$ cat src/rtl/chain_fill_pkg.sv
// Shared types and defaults for the chamber-chain fill sequencer.
// The optional REPORT timeout is enabled with the CHAIN_FILL_TIMEOUT_EN macro.
package chain_fill_pkg;

  typedef enum logic [2:0] {
    S_IDLE   = 3'd0,
    S_PRIME  = 3'd1,
    S_PUMP   = 3'd2,
    S_SETTLE = 3'd3,
    S_REPORT = 3'd4,
    S_ERR    = 3'd5
  } fill_state_e;

  localparam int DEF_N_CHAMBERS     = 32;
  localparam int DEF_PUMP_CYCLES    = 8;
  localparam int DEF_SETTLE_CYCLES  = 4;
  localparam int DEF_TIMEOUT_CYCLES = 255;

  // Bits needed to address n values, never less than one.
  function automatic int idx_width(input int n);
    return (n <= 2) ? 1 : $clog2(n);
  endfunction

  function automatic int max3(input int a, input int b, input int c);
    int m;
    m = (a > b) ? a : b;
    return (m > c) ? m : c;
  endfunction

endpackage

$ cat src/rtl/duty_counter.sv
// Loadable down-counter shared by the PUMP, SETTLE and REPORT-timeout phases.
module duty_counter #(
  parameter int W = 8
) (
  input  logic         clk,
  input  logic         rst,
  input  logic         load,
  input  logic [W-1:0] load_val,
  input  logic         dec,
  output logic         zero
);

  logic [W-1:0] cnt;

  always_ff @(posedge clk) begin
    if (rst) begin
      cnt <= '0;
    end else if (load) begin
      cnt <= load_val;
    end else if (dec && (cnt != '0)) begin
      cnt <= cnt - W'(1);
    end
  end

  assign zero = (cnt == '0);

endmodule

$ cat src/rtl/chain_fill_sequencer.sv
// Drives inlet valve and pump one chamber volume at a time, then reports each filled
// chamber index over valid/ready. Define CHAIN_FILL_TIMEOUT_EN to enable the REPORT timeout.
module chain_fill_sequencer
  import chain_fill_pkg::*;
#(
  parameter int N_CHAMBERS     = DEF_N_CHAMBERS,
  parameter int PUMP_CYCLES    = DEF_PUMP_CYCLES,
  parameter int SETTLE_CYCLES  = DEF_SETTLE_CYCLES,
  parameter int TIMEOUT_CYCLES = DEF_TIMEOUT_CYCLES,
  parameter int IDX_W          = idx_width(N_CHAMBERS)
) (
  input  logic             clk,
  input  logic             rst,
  input  logic             start,
  input  logic             abort,
  input  logic             fill_ready,
  output logic             inlet_valve,
  output logic             pump_en,
  output logic             fill_valid,
  output logic [IDX_W-1:0] fill_idx,
  output logic             busy,
  output logic             done,
  output logic             err,
  output logic [2:0]       state_dbg
);

  // Handshake: fill_valid/fill_idx hold steady while fill_valid=1; a report is
  // accepted on a rising edge where fill_valid=1, fill_ready=1 and abort=0.

  localparam int CNT_W = idx_width(max3(PUMP_CYCLES, SETTLE_CYCLES, TIMEOUT_CYCLES) + 1);

  fill_state_e      state, next_state;
  logic [IDX_W-1:0] idx;
  logic             idx_clr, idx_inc, done_nxt;
  logic             cnt_load, cnt_dec, cnt_zero;
  logic [CNT_W-1:0] cnt_val;
  logic             last_idx;

  assign last_idx  = (idx == IDX_W'(N_CHAMBERS - 1));
  assign fill_idx  = idx;
  assign state_dbg = state;

  duty_counter #(.W(CNT_W)) u_duty (
    .clk      (clk),
    .rst      (rst),
    .load     (cnt_load),
    .load_val (cnt_val),
    .dec      (cnt_dec),
    .zero     (cnt_zero)
  );

  always_comb begin
    next_state = state;
    idx_clr    = 1'b0;
    idx_inc    = 1'b0;
    done_nxt   = 1'b0;
    cnt_load   = 1'b0;
    cnt_dec    = 1'b0;
    cnt_val    = '0;
    case (state)
      S_IDLE, S_ERR: begin
        if (start) begin
          next_state = S_PRIME;
          idx_clr    = 1'b1;
        end
      end
      S_PRIME: begin
        next_state = S_PUMP;
        cnt_load   = 1'b1;
        cnt_val    = CNT_W'(PUMP_CYCLES - 1);
      end
      S_PUMP: begin
        if (cnt_zero) begin
          next_state = S_SETTLE;
          cnt_load   = 1'b1;
          cnt_val    = CNT_W'(SETTLE_CYCLES - 1);
        end else begin
          cnt_dec = 1'b1;
        end
      end
      S_SETTLE: begin
        if (cnt_zero) begin
          next_state = S_REPORT;
          cnt_load   = 1'b1;
          cnt_val    = CNT_W'(TIMEOUT_CYCLES - 1);
        end else begin
          cnt_dec = 1'b1;
        end
      end
      S_REPORT: begin
        if (fill_ready) begin
          if (last_idx) begin
            next_state = S_IDLE;
            done_nxt   = 1'b1;
          end else begin
            next_state = S_PRIME;
            idx_inc    = 1'b1;
          end
        end else begin
`ifdef CHAIN_FILL_TIMEOUT_EN
          if (cnt_zero) begin
            next_state = S_ERR;
          end else begin
            cnt_dec = 1'b1;
          end
`endif
        end
      end
      default: next_state = S_IDLE;
    endcase
    // Abort outranks start and fill_ready: the report in flight is not accepted.
    if (abort) begin
      next_state = S_IDLE;
      idx_clr    = 1'b0;
      idx_inc    = 1'b0;
      done_nxt   = 1'b0;
      cnt_load   = 1'b0;
      cnt_dec    = 1'b0;
    end
  end

  always_ff @(posedge clk) begin
    if (rst) begin
      state       <= S_IDLE;
      idx         <= '0;
      inlet_valve <= 1'b0;
      pump_en     <= 1'b0;
      fill_valid  <= 1'b0;
      busy        <= 1'b0;
      done        <= 1'b0;
      err         <= 1'b0;
    end else begin
      state <= next_state;
      if (idx_clr) begin
        idx <= '0;
      end else if (idx_inc) begin
        idx <= idx + IDX_W'(1);
      end
      inlet_valve <= (next_state == S_PRIME) || (next_state == S_PUMP);
      pump_en     <= (next_state == S_PUMP);
      fill_valid  <= (next_state == S_REPORT);
      busy        <= (next_state != S_IDLE) && (next_state != S_ERR);
      done        <= done_nxt;
      err         <= (next_state == S_ERR);
    end
  end

endmodule

$ cat config.mk
export PLATFORM = sky130hd
export DESIGN_NAME = chain_fill_sequencer
export DESIGN_NICKNAME = d
export VERILOG_FILES = /design/src/rtl/chain_fill_pkg.sv /design/src/rtl/duty_counter.sv /design/src/rtl/chain_fill_sequencer.sv
export SDC_FILE = /design/constraint.sdc
export NUM_CORES = 1
export LEC_CHECK = 0
export ABC_AREA = 1
export BUFFER_PORTS_ARGS = -buffer_cell sky130_fd_sc_hd__buf_2
export CAP_MARGIN = 20
export CORE_MARGIN = 2
export CORE_UTILIZATION = 49
export DETAILED_ROUTE_END_ITERATION = 8
export HOLD_SLACK_MARGIN = 0.06
export PLACE_DENSITY_LB_ADDON = 0.05
export SYNTH_ARGS = -nofsm -noshare
export SYNTH_HDL_FRONTEND = slang
export SYNTH_SLANG_ARGS = --single-unit
export TNS_END_PERCENT = 1
$ cat constraint.sdc
create_clock -name clk -period 1.4 [get_ports clk]
set_input_delay 0.07 -clock clk [delete_from_list [all_inputs] [get_ports clk]]
set_output_delay 0.07 -clock clk [all_outputs]
set_load 0.02 [all_outputs]
==> qor.txt <==
Outcome = finished with violations
Failing checks = setup timing
Yosys cell types = 22
Crit path max-delay cell type = dfxtp_4
Proportion of layout cells with a drive suffix above 1 = 36.3%
TritonCTS buffer count = 3
Critical path type = reg2reg
Routed WL per cell = 11.5 um
Clock period minus worst slack = 1550 ps
Residual DRC = 0
Area Growth Syn to Fin = 30.5%
Clk sinks = 22
Final Max Tran Viols = 0
H-tree levels = 1
Largest stage delay, worst path = 370 ps
Setup TNS Final = -963 ps
Syn Inst Count = 163
Initial Util = 52.1%
Synthesized flop and latch total = 22
Die height = 52.7 um
Worst Setup Start Kind = flop
Number of port buffers = 18
Hold Slack = 114 ps
Final hold violations = 0
Lkg Pwr = 0.732 nW
Biggest register = u_duty.cnt
Seq pwr share = 49.0%
Critical Path AT = 1760 ps
Root Buffer = clkbuf_4
Vias in the first global route = 1156
Clk_skew = 9.34 ps
Clock share of power = 31.1%
Register area share after synthesis = 37.8%
Clk buf depth = 2
Reg-to-Reg Start = fill_idx[0]
Warnings, synthesis = 0
TritonCTS clock tree = yes
Initial antenna violation count = 0
Worst Reg-to-Reg Cells = 12
Io pins = 19
Site Rows = 17
Final wirelength = 2.62 mm
Fin crit share = 111%
RSZ-0062 raised after global routing = true
Comb power frac = 20.0%
PwrDens = 884 nW/um^2
Sw Share = 28.2%
Hold path start = abort
Hold path cells = 4
Largest net degree at the start of global routing = 14
Reg-to-reg setup timing slack = -150 ps
Worst path required time = 1620 ps
First-pass GRT wire length = 4.68 mm
Critical path fanouts, max = 4
Worst skew pair latency = 310 ps
Syn nets = 172
Peak VDD IR = 0.658 mV
Via Count = 1148
Total grt overflow = 0
Drt first pass iters = 4
DR iter-0 viols = 29
Final setup fails = 12
GR Util All Layers = 22.7%
Worst hold endpoint = state_dbg[0]
Int Power = 0.000963 W
HP Class = in2reg
Crit end category = flop
Max FFs per register = 8
Psw = 0.000379 W
Max-cap violations = 0
Final worst slack = -149 ps
DIE WIDTH = 52.7 um
Measured slew at the worst slew-check pin = 334 ps
Syn Area/Cell = 7.14 sq um
Routability congestion estimate = 0.817
Detail Placement HPWL = 2.01 mm
Most common cell after layout, fill and taps aside = nand2_1
Vias per cell = 5.01
Ant. Diodes = 0
ANT nets after route = 0
Nets = 211
Clk slew on worst S/H paths = 130 ps
Mapped cell area = 1160 sq um
Critical Path, Cell by Cell = ha_4 > inv_2 > nor3_2 > ha_2 > inv_1 > nand2_1 > nor2_2 > nand2_2 > nor2_4 > nand3_2 > o21ai_2 > nor2_1
Core box area = 2230 sq um
Die area = 2780 sq um
Max_slew headroom = 77.6%
FMAX = 0.646 GHz
FF-to-FF End = fill_idx[3]
Most frequent cells in the layout = nand2_1 (30), dfxtp_1 (19), nor2_1 (18), buf_2 (18)
## logic make-up (layout without fill, tap and decap cells)
kind of cell | Yosys count | in the layout | synth area share, %
AO/OA/AOI/OAI | 25 | 25 | 11.2
XOR/XNOR | 6 | 6 | 4.52
adder cells (fa/ha/maj) | 4 | 4 | 4.30
buffers and inverters | 24 | 62 | 7.74
flip-flops | 22 | 22 | 37.8
AND/OR/NAND/NOR | 82 | 82 | 34.4
## layer usage
layer / share of wire, % / vias up / global-route usage [%] / routed length (um)
li1: - / 598 / - / -
met1: 44 / 527 / 27.0 / 1170
met2: 51 / 17 / 40.8 / 1350
met3: 2.4 / 6 / 3.14 / 64
met4: 1.7 / 0 / 8.55 / 44
met5: 0 / - / 0 / 0
## Yosys cell counts
| cell type | instances | share of area, % |
|---|---|---|
| a21oi_1 | 13 | 5.6 |
| a31oi_1 | 1 | 0.54 |
| clkbuf_1 | 1 | 0.32 |
| dfxtp_1 | 22 | 38 |
| ha_1 | 4 | 4.3 |
| inv_1 | 16 | 5.2 |
| inv_2 | 7 | 2.3 |
| nand2_1 | 32 | 10 |
| nand2_2 | 6 | 3.2 |
| nand3_1 | 11 | 4.7 |
| nand3_2 | 1 | 0.86 |
| nand4_1 | 1 | 0.54 |
| nor2_1 | 18 | 5.8 |
| nor2_2 | 2 | 1.1 |
| nor2_4 | 5 | 4.8 |
| nor3_1 | 5 | 2.2 |
| nor3_2 | 1 | 0.86 |
| o21a_1 | 1 | 0.65 |
| o21ai_0 | 7 | 3.0 |
| o21ai_1 | 2 | 0.86 |
| o22ai_1 | 1 | 0.54 |
| xor2_1 | 6 | 4.5 |
## power by group through the flow
stage	logic, W	registers, W	clock network (W)
after floorplan	0.000174	0.000680	0
after global placement	0.000247	0.000670	0
after detailed placement	0.000255	0.000671	0
after CTS	0.000263	0.000657	0.000433
after global routing	0.000301	0.000661	0.000456
final	0.000268	0.000657	0.000417
## area by class of cell
type | instances | area (sq um)
Inverter | 23 | 86.3
Sequential cell | 22 | 449
Timing Repair Buffer | 35 | 223
Tap cell | 28 | 35.0
Fill cell | 209 | 714
Multi-Input combinational cell | 117 | 678
Clock buffer | 4 | 47.5
## repair_timing
item / 4_1_cts / 5_1_grt
resized for setup: 2 / 5
hold buffers: 2 / 0
setup buffers: 2 / 0
endpoints found under the setup margin: 17 / 19
pin swaps: 6 / 3
endpoints found under the hold margin: 7 / 0
## critical path: cells and delay by family, from the launching register on
kind / cells / cell delay (ps)
buffers and inverters: 2 / 110
adders and majority gates: 2 / 330
DFF: 1 / 370
and+or+nand+nor: 7 / 540
AOI/OAI and AO/OA: 1 / 110
## stage by stage
step / util (%) / total power [W] / area (sq um) / instances / setup WS, ps
after floorplan: - / 0.000854 / 1190 / 163 / -121
after global placement: 63.2 / 0.000917 / 1410 / 221 / -126
after detailed placement: 63.2 / 0.000926 / 1410 / 221 / -175
after CTS: 67.2 / 0.00135 / 1500 / 229 / -161
after global routing: 68.0 / 0.00142 / 1520 / 229 / -288
final: 68.0 / 0.00134 / 1520 / 229 / -149
## worst max path at each step
stage	cells after the start	startpoint	endpoint	slack (ps)
5_1_grt	12	fill_idx[0]	fill_idx[3]	-290
4_1_cts	12	fill_idx[0]	fill_idx[3]	-160
2_1_floorplan	12	fill_idx[0]	fill_idx[3]	-120
3_5_place_dp	12	fill_idx[0]	fill_idx[3]	-170
3_3_place_gp	12	fill_idx[0]	fill_idx[3]	-130
6_report	12	fill_idx[0]	fill_idx[3]	-150
Power figures use the tool's default switching activity.
